## config.mk

```make
export PLATFORM = sky130hd
export DESIGN_NAME = fact_result_reader_flat
export DESIGN_NICKNAME = d
export VERILOG_FILES = /design/src/rtl/fact_result_reader_if.sv /design/src/rtl/fact_result_reader.sv /design/src/flat_wrapper.sv
export SDC_FILE = /design/constraint.sdc
export NUM_CORES = 1
export LEC_CHECK = 0
export CAP_MARGIN = 15
export CORE_UTILIZATION = 56
export CTS_CLUSTER_SIZE = 8
export DETAILED_ROUTE_END_ITERATION = 10
export GPL_TIMING_DRIVEN = 0
export PLACE_DENSITY = 0.87
export SETUP_SLACK_MARGIN = 0.02
export SLEW_MARGIN = 40
export SYNTH_ARGS = -nofsm -noshare
export SYNTH_HDL_FRONTEND = slang
export SYNTH_SLANG_ARGS = --single-unit
```

## constraint.sdc

```tcl
create_clock -name Clk -period 2.5 [get_ports Clk]
set_input_delay 0.5 -clock Clk [delete_from_list [all_inputs] [get_ports Clk]]
set_output_delay 0.5 -clock Clk [all_outputs]
set_load 0.02 [all_outputs]
```

## src/rtl/fact_result_reader_if.sv

```systemverilog
// Result-path bus for fact_result_reader: core write handshake plus CPU read port.
// The master side is the core and CPU; the slave side is the reader block.
interface fact_result_reader_if #(
    parameter int w = 32
);
    logic         Res_Valid;
    logic [w-1:0] Res_Data;
    logic         Res_Err;
    logic         Res_Ready;
    logic         Rd_En;
    logic [1:0]   Rd_Addr;
    logic [w-1:0] Rd_Data;
    logic         Rd_Valid;

    modport master (
        output Res_Valid, Res_Data, Res_Err, Rd_En, Rd_Addr,
        input  Res_Ready, Rd_Data, Rd_Valid
    );

    modport slave (
        input  Res_Valid, Res_Data, Res_Err, Rd_En, Rd_Addr,
        output Res_Ready, Rd_Data, Rd_Valid
    );
endinterface

```

## src/rtl/fact_result_reader.sv

```systemverilog
// Result FIFO between the factorial core and the CPU read mux, 1-cycle registered reads.
// Optional FACT_RD_IRQ_EN adds a registered Irq pulse when the FIFO leaves empty.
module fact_result_reader #(
    parameter int w     = 32,
    parameter int DEPTH = 4,
    parameter int AW    = 2
) (
    input  logic                  Clk,
    input  logic                  Rst,
    fact_result_reader_if.slave   bus
`ifdef FACT_RD_IRQ_EN
    ,
    output logic                  Irq
`endif
);

    typedef enum logic {
        IDLE = 1'b0,
        RESP = 1'b1
    } rd_state_e;

    localparam logic [AW:0] FULL_CNT = (AW+1)'(DEPTH);

    logic [w:0]    mem_r [DEPTH];
    logic [AW-1:0] wptr_r;
    logic [AW-1:0] rptr_r;
    logic [AW:0]   count_r;
    logic [AW:0]   count_nxt_s;
    logic          underflow_r;
    logic          underflow_nxt_s;
    logic          empty_s;
    logic          full_s;
    logic          push_s;
    logic          rd_pop_s;
    logic          pop_s;
    logic          pop_empty_s;
    logic          status_rd_s;
    logic [w:0]    head_s;
    logic [w-1:0]  rd_data_r;
    logic [w-1:0]  rd_data_nxt_s;
    rd_state_e     state_r;
    rd_state_e     state_nxt_s;
    logic          rd_valid_s;

    // Status word; head err is masked when empty because the head slot is stale.
    function automatic logic [w-1:0] build_status(
        input logic [AW:0] cnt,
        input logic        not_empty,
        input logic        is_full,
        input logic        head_err,
        input logic        uflow
    );
        logic [w-1:0] s;
        s = {w{1'b0}};
        s[0] = not_empty;
        s[1] = is_full;
        s[2] = head_err & not_empty;
        s[3] = uflow;
        s[4 +: AW+1] = cnt;
        return s;
    endfunction

    assign empty_s     = (count_r == {(AW+1){1'b0}});
    assign full_s      = (count_r == FULL_CNT);
    assign head_s      = mem_r[rptr_r];
    assign push_s      = bus.Res_Valid & ~full_s;
    assign rd_pop_s    = bus.Rd_En & (bus.Rd_Addr == 2'b01);
    assign pop_s       = rd_pop_s & ~empty_s;
    assign pop_empty_s = rd_pop_s & empty_s;
    assign status_rd_s = bus.Rd_En & (bus.Rd_Addr == 2'b00);
    assign bus.Res_Ready = ~full_s;

    // Next occupancy and sticky underflow; a status read clears underflow after returning it.
    always_comb begin
        count_nxt_s     = count_r;
        underflow_nxt_s = underflow_r;
        if (push_s && !pop_s) begin
            count_nxt_s = count_r + (AW+1)'(1'b1);
        end else if (pop_s && !push_s) begin
            count_nxt_s = count_r - (AW+1)'(1'b1);
        end else begin
            count_nxt_s = count_r;
        end
        if (pop_empty_s) begin
            underflow_nxt_s = 1'b1;
        end else if (status_rd_s) begin
            underflow_nxt_s = 1'b0;
        end else begin
            underflow_nxt_s = underflow_r;
        end
    end

    // Entry storage; contents need no reset since pointers define validity.
    always_ff @(posedge Clk) begin
        if (push_s && !Rst) begin
            mem_r[wptr_r] <= {bus.Res_Err, bus.Res_Data};
        end
    end

    // Pointers, occupancy and underflow flag.
    always_ff @(posedge Clk) begin
        if (Rst) begin
            wptr_r      <= {AW{1'b0}};
            rptr_r      <= {AW{1'b0}};
            count_r     <= {(AW+1){1'b0}};
            underflow_r <= 1'b0;
        end else begin
            if (push_s) begin
                wptr_r <= wptr_r + AW'(1'b1);
            end
            if (pop_s) begin
                rptr_r <= rptr_r + AW'(1'b1);
            end
            count_r     <= count_nxt_s;
            underflow_r <= underflow_nxt_s;
        end
    end

    // Read data selection; holds the last response when no read is issued.
    always_comb begin
        rd_data_nxt_s = rd_data_r;
        if (bus.Rd_En) begin
            case (bus.Rd_Addr)
                2'b00:   rd_data_nxt_s = build_status(count_r, ~empty_s, full_s,
                                                      head_s[w], underflow_r);
                2'b01:   rd_data_nxt_s = empty_s ? {w{1'b0}} : head_s[w-1:0];
                2'b10:   rd_data_nxt_s = empty_s ? {w{1'b0}} : head_s[w-1:0];
                2'b11:   rd_data_nxt_s = {{(w-AW-1){1'b0}}, count_r};
                default: rd_data_nxt_s = {w{1'b0}};
            endcase
        end else begin
            rd_data_nxt_s = rd_data_r;
        end
    end

    // Read data register.
    always_ff @(posedge Clk) begin
        if (Rst) begin
            rd_data_r <= {w{1'b0}};
        end else begin
            rd_data_r <= rd_data_nxt_s;
        end
    end

    // Response FSM state register.
    always_ff @(posedge Clk) begin
        if (Rst) begin
            state_r <= IDLE;
        end else begin
            state_r <= state_nxt_s;
        end
    end

    // Response FSM next state; a new strobe in RESP keeps it there for back-to-back reads.
    always_comb begin
        state_nxt_s = state_r;
        case (state_r)
            IDLE:    state_nxt_s = bus.Rd_En ? RESP : IDLE;
            RESP:    state_nxt_s = bus.Rd_En ? RESP : IDLE;
            default: state_nxt_s = IDLE;
        endcase
    end

    // Response FSM outputs.
    always_comb begin
        rd_valid_s = 1'b0;
        case (state_r)
            IDLE:    rd_valid_s = 1'b0;
            RESP:    rd_valid_s = 1'b1;
            default: rd_valid_s = 1'b0;
        endcase
    end

    assign bus.Rd_Data  = rd_data_r;
    assign bus.Rd_Valid = rd_valid_s;

`ifdef FACT_RD_IRQ_EN
    logic irq_r;

    // Pulse on the cycle the stored count first becomes nonzero.
    always_ff @(posedge Clk) begin
        if (Rst) begin
            irq_r <= 1'b0;
        end else begin
            irq_r <= (count_r == {(AW+1){1'b0}}) && (count_nxt_s != {(AW+1){1'b0}});
        end
    end

    assign Irq = irq_r;
`endif

endmodule
```

## src/flat_wrapper.sv

```systemverilog
// flat-port wrapper written by rule: the top's interface ports become plain ports
module fact_result_reader_flat 
#(
    parameter int w     = 32,
    parameter int DEPTH = 4,
    parameter int AW    = 2
)
  (Clk, Rst, bus_Res_Valid, bus_Res_Data, bus_Res_Err, bus_Rd_En, bus_Rd_Addr, bus_Res_Ready, bus_Rd_Data, bus_Rd_Valid);
  fact_result_reader_if #(.w(w)) bus_i ();
  input  logic Clk;
  input  logic Rst;
  input wire logic [$bits(bus_i.Res_Valid)-1:0] bus_Res_Valid;
  input wire logic [$bits(bus_i.Res_Data)-1:0] bus_Res_Data;
  input wire logic [$bits(bus_i.Res_Err)-1:0] bus_Res_Err;
  input wire logic [$bits(bus_i.Rd_En)-1:0] bus_Rd_En;
  input wire logic [$bits(bus_i.Rd_Addr)-1:0] bus_Rd_Addr;
  output wire logic [$bits(bus_i.Res_Ready)-1:0] bus_Res_Ready;
  output wire logic [$bits(bus_i.Rd_Data)-1:0] bus_Rd_Data;
  output wire logic [$bits(bus_i.Rd_Valid)-1:0] bus_Rd_Valid;
  assign bus_i.Res_Valid = bus_Res_Valid;
  assign bus_i.Res_Data = bus_Res_Data;
  assign bus_i.Res_Err = bus_Res_Err;
  assign bus_i.Rd_En = bus_Rd_En;
  assign bus_i.Rd_Addr = bus_Rd_Addr;
  assign bus_Res_Ready = bus_i.Res_Ready;
  assign bus_Rd_Data = bus_i.Rd_Data;
  assign bus_Rd_Valid = bus_i.Rd_Valid;
  fact_result_reader #(.w(w), .DEPTH(DEPTH), .AW(AW)) u_core (.Clk(Clk), .Rst(Rst), .bus(bus_i));
endmodule
```

== Word-level counts from Yosys, hierarchy flattened ==
Memory sizes are Yosys's and may differ from the RTL's. A register that Yosys moved wholly into a read port is not among the register bits.
Cells that the tools add are included.
Word-level totals
  register bits after elaboration: 41
  RAM bits: 132
  input port bits: 39
  output and inout bits: 34
  word-level logic and storage cells: 47
  memories kept: 1
Memory list
  u_core.mem_r: words 4, width 33, read ports 1, clocked after memory_dff 1, wr ports 1, RTL line fact_result_reader.sv:24  | logic [w:0] mem_r [DEPTH];
Operators by class
  add/sub/neg operators: 4
  equality and inequality tests: 4
  mux-type cells: 12
  bitwise logic cells: 9
  reductions and logical operators: 11
Operator list (count)
  32-bit one-hot mux with 3 select lines: 1
  32-bit 2-to-1 mux: 1
  1-bit bitwise AND: 6
  3-bit 2-to-1 mux: 2
  1-bit 2-to-1 mux: 5
  2-bit by 1-bit adder with 2-bit output, second input constant: 2
  2-bit == test, second input constant: 2
  2-bit 2-to-1 mux: 2
  2-bit nonzero test: 2
  3-bit by 1-bit adder with 3-bit output, second input constant: 1
  3-bit == test, second input constant: 1
  1-bit logical AND: 3
  1-bit zero test: 3
  3-bit zero test: 1
  1-bit NOT: 3
  3-bit by 1-bit subtractor with 3-bit output, second input constant: 1
  2-bit by 1-bit == test with 1-bit output, second input constant: 1
  2-bit zero test: 1
  1-bit one-hot mux with 2 select lines: 1
  2-bit OR reduction: 1

== Logic depth before layout (Yosys ltp) ==
  depth after elaboration: 7
  mapped depth: 9

== Worst setup path before layout ==
No wires, ideal clock.
  path kind: input to register
  from: input bus_Rd_Addr[1]
  to: register u_core.count_r[2]
  library setup time: 70 ps
  data arrival time: 2082 ps
  slack: 348 ps
  stages: 9
  path through: inv_1 > ha_1 > o311ai_2 > ha_1 > inv_1 > fa_1 > xor2_1 > or3_1 > a21oi_1
On the way
  cells in the longest elaborated chain, start to end: 6
RTL lines
  from (decl): RTL line flat_wrapper.sv:16  | input wire logic [$bits(bus_i.Rd_Addr)-1:0] bus_Rd_Addr;
  2-bit by 1-bit == test with 1-bit output *: RTL line fact_result_reader.sv:67  | assign rd_pop_s = bus.Rd_En & (bus.Rd_Addr == 2'b01);
  1-bit bitwise AND *: RTL line fact_result_reader.sv:67
  1-bit bitwise AND *: RTL line fact_result_reader.sv:68  | assign pop_s = rd_pop_s & ~empty_s;
  1-bit zero test: RTL line fact_result_reader.sv:77  | if (push_s && !pop_s) begin
  1-bit logical AND: RTL line fact_result_reader.sv:77
  3-bit 2-to-1 mux or 2-bit nonzero test (tied branches)
  to (signal assigned): RTL line fact_result_reader.sv:105  | count_r <= {(AW+1){1'b0}};
  to (signal assigned): RTL line fact_result_reader.sv:114  | count_r <= count_nxt_s;
  to (decl): RTL line fact_result_reader.sv:27  | logic [AW:0] count_r;
Mark *: on every way between the ends. The rest lies on a longest branch, timed or not.
A chain may end at the register's enable or synchronous reset.

== Final worst setup path ==
Same ends and word-level chain as after synthesis.

==> results list <==
- Via Count: 3,881
* Post-CTS resize count: 1
* Relative contribution of sequential cells to total power: 50.3%
* Post-DR wirelength/cell: 21.02 um
- Main area contributors after synthesis: edfxtp_1, dfxtp_1, mux4_1
- Flip-flop and latch count after synthesis: 175
- Worst reg-to-reg path cell count: 8
* Die area: 0.01263 sq mm
- Number of gates on the worst path with buffers counted: 10
- The worst hold path was traced through 2 stages.
- Cell area after synthesis: 0.006823 sq mm
- Count of mapped cells out of synthesis: between 300 and 400
- In the routed layout, each cell is associated on average with a via count of a little over 6.
- After detailed routing, the wire length on met1 is about 5500 um.
* Count of filler cells inserted in the layout: approximately 720
* CTS Root Buffer Type: clkbuf_16
- Detailed router's first-iteration violation count: 286
- Pin count of the biggest net entering global routing: 34
* Final count of hold timing violations: 0
- Number of nets in the finished design: roughly 540
- Setup crit end kind: flop
- For this run, the number of Yosys warnings is 0.
- Starting Density: 58.50%
- Crit path kind: in2reg
- Global routing finished with a remaining overflow of 0.
- Broken down by cell family, the worst path's largest delay share belongs to adder cells.
- The commonest cells after synthesis are edfxtp_1, dfxtp_1, nand2_1, a21oi_1, nand4b_1.
* Setup repair after global routing missed its margin: true
- Static leakage: 2.689 nW
- The number of nets handed over by synthesis was 446.
* Worst slew pin tran: 0.6203 ns
- Setup-failing EPs final: 0
- CTS built an H-tree with a depth of 4.
- The worst hold path belongs to the class reg2reg.
- The smallest clock period supported by the final layout is computed as 2.408 ns.
- In the final layout, the multi-input gates occupy 0.001823 sq mm.
- The count of nets left with antenna violations once routing finished came out at 0.
- The clock network burns 34.4% of the power.
* Area growth from synthesis to layout: 20.69%
- The region available for standard cell placement spans 0.01166 sq mm.
- Clock-pin slew on the worst setup and hold paths: 0.06 ns
* Maximum fanout along the worst path: 4
* Final weighted congestion of routability-driven global placement: 0.8220
* Maximum Capacitance Violations: 0
- Std-Cell Rows: 39
- Reg area: 0.004825 sq mm
- Post-synthesis cell type with the largest combined area: edfxtp_1
- Combinational cells account for 15.3% of the total power.
- First-pass GRT wire length: about 21,000 um
- Measured along the x axis, the die boundary spans between 100 and 150 um.
* Ratio of cells with drive above 1 in the final layout: 10.87%
* Worst path slowest cell: clkdlybuf4s50_1
- Most numerous cell in the Yosys netlist: edfxtp_1
* Maximum number of buffers from clock root to sink: 2
* Max Fclk: 415.4 MHz
- Number of setup buffers added after CTS: 0
- Summed over all nets, wire length on met3 after detailed routing comes to 888 um.
* Global routing usage summed across all routing layers: 23.44%
- For this design, the CTS-stage hold fixing added 0 buffers.
* Switching portion of total power: 24.52%
- Walking the worst path, the cells encountered are clkdlybuf4s50_1, inv_1, ha_1, o311ai_2, ha_1, inv_1, fa_1, xor2_1, or3_1, a21oi_1.
- Count of distinct cell types in the synthesized netlist: 36
* Run status: complete, no violations
- In the finished design, the share of the clock period the worst path needs comes to 96.30%.
- Number of iterations in the first detailed-routing pass: 5
- The worst pin sits at a relative slew slack of 58.64%.
* Number of global-route vias before repair: 4,059
- Highest ir drop seen on vdd: 0.5637 mV
- Dominant synthesized flop cell: edfxtp_1
- The clock arrives with approximately 0.0076 ns of skew.
- Post-layout power: 0.006788 W
- Fraction of post-synthesis cell area in the top cell type by area: between 50% and 60%
* Crit start category: input port
* Data required time at the worst endpoint: 2.86 ns
* EDFF count, synth: 132
- Detailed placement ended at an HPWL of 8193 um.
- Pin placement for this block handled 73 I/O pins.
- Number of sinks on the clock net: 175
- Number of remaining DRC errors: 0
* Top routing layer in use: met4
* Cell internal pwr: 0.005124 W
* Data arrival time of the critical path: ~2.8 ns
- Power density over cell area: 824.3 mW/mm^2
- Sequential cells were found to cover 70.71% of the synthesized design area.
- Switching power total: 0.001664 W
- The number of clock buffers added by TritonCTS is 17.
- Buffers & Inverters on Critical Path: 3
- Worst stage delay on the critical path: 0.49 ns
* Input/output buffers: 70
* Floorplan die height: 112.4 um
- The number of antenna diodes in the final layout is 0.
- The count of pins over their slew limit was 0.
- Setup TNS: 0 ns
- For this block, the routed nets add up to about 13,000 um of wire.
* Synthesized area per cell: 17.19 sq um
- At the later pin of the worst-skew pair, clock insertion delay measures 0.43 ns.
- Counting flops with an async set or reset pin after synthesis yields a share of 0%.
- TritonCTS built the clock tree.
- Initial antenna violation count: 0
* Met2 WL post-DR: 6856 um
## area by class of cell
| cell class | instances | share of cell area, % |
|---|---|---|
| well taps | 143 | 2.173 |
| flip-flops and latches | 175 | 58.59 |
| repair buffers | 70 | 8.509 |
| inverters | 9 | 0.4103 |
| clock buffers | 20 | 5.303 |
| plain buffers | 29 | 1.975 |
| clock inverters | 10 | 0.8965 |
| multi-input cells | 184 | 22.14 |
## worst register-to-register path, delay by kind of cell (launching register included)
family	cells	cell delay, ns
DFF	1	0.32
AOI/OAI and AO/OA	2	0.60
and+or+nand+nor	1	0.32
xor gates and xnor gates	1	0.18
buffers and inverters	2	0.26
adders and majority gates	2	0.64
## through the flow
stage	cell area, sq um	std cells	utilization [%]	worst slack, ns	hold slack [ns]
2_1_floorplan	6823	397	-	0.3480	0.4557
3_3_place_gp	7702	610	66.04	-0.7112	0.4509
3_5_place_dp	7712	610	66.13	-0.3340	0.4607
4_1_cts	8228	640	70.55	0.03332	0.4719
5_1_grt	8234	640	70.60	-0.01273	0.4868
6_report	8234	640	70.60	0.09247	0.4674
## sequential cells by signal, summed over array words and instances, names as in the netlist, named ones only
register / cells
u_core.bus.Rd_Data: 32
u_core.count_r: 3
u_core.mem_r: 132
u_core.rptr_r: 2
u_core.state_r: 1
u_core.underflow_r: 1
u_core.wptr_r: 2
## cells in the final DEF, fill, tap and decap left out, types with 5 or more instances in the layout
cell / instances
mux4_2: 11
nor2_1: 12
clkbuf_16: 17
a21oi_1: 30
nand2_1: 32
clkbuf_1: 16
clkinv_1: 7
buf_2: 11
mux4_1: 22
inv_1: 8
ha_1: 9
a311oi_1: 5
dfxtp_1: 43
nand4b_1: 24
o21ai_0: 6
nand3b_1: 7
edfxtp_1: 132
clkdlybuf4s50_1: 70
## power by group through the flow
stage                     clock [W]  sequential, W  combinational [W]
after global placement            0        0.00347           0.000965
after CTS                   0.00235        0.00341            0.00103
after global routing        0.00248        0.00343            0.00112
after floorplan                   0        0.00350           0.000593
after detailed placement          0        0.00347            0.00102
final                       0.00233        0.00341            0.00104
## path summary, 6_finish.rpt
kind | slack (ns) | start | endpoint
worst min-delay path | 0.47 | u_core.bus.Rd_Data[29]$_SDFFE_PP0P_ | u_core.bus.Rd_Data[29]$_SDFFE_PP0P_
worst max-delay path | 0.09 | bus_Rd_Addr[1] | u_core.count_r[2]$_SDFFE_PP0P_
worst min register to register | 0.47 | u_core.bus.Rd_Data[29]$_SDFFE_PP0P_ | u_core.bus.Rd_Data[29]$_SDFFE_PP0P_
worst max register to register | 0.12 | u_core.count_r[0]$_SDFFE_PP0P_ | u_core.count_r[2]$_SDFFE_PP0P_
## per-layer routing
metal | vias up | track usage [%]
met2 | 165 | 39.01
met5 | - | 0
li1 | 1741 | -
met1 | 1956 | 29.45
met3 | 19 | 6.425
met4 | 0 | 9.422
## logic make-up after synthesis
logic type | share of synthesized area, %
flops | 70.71
compound gates | 4.383
mux | 12.25
simple gates | 7.445
xor+xnor | 0.3852
buf+inv | 2.879
fa+ha+maj | 1.944
No activity file was read; power rests on OpenSTA's default activity.
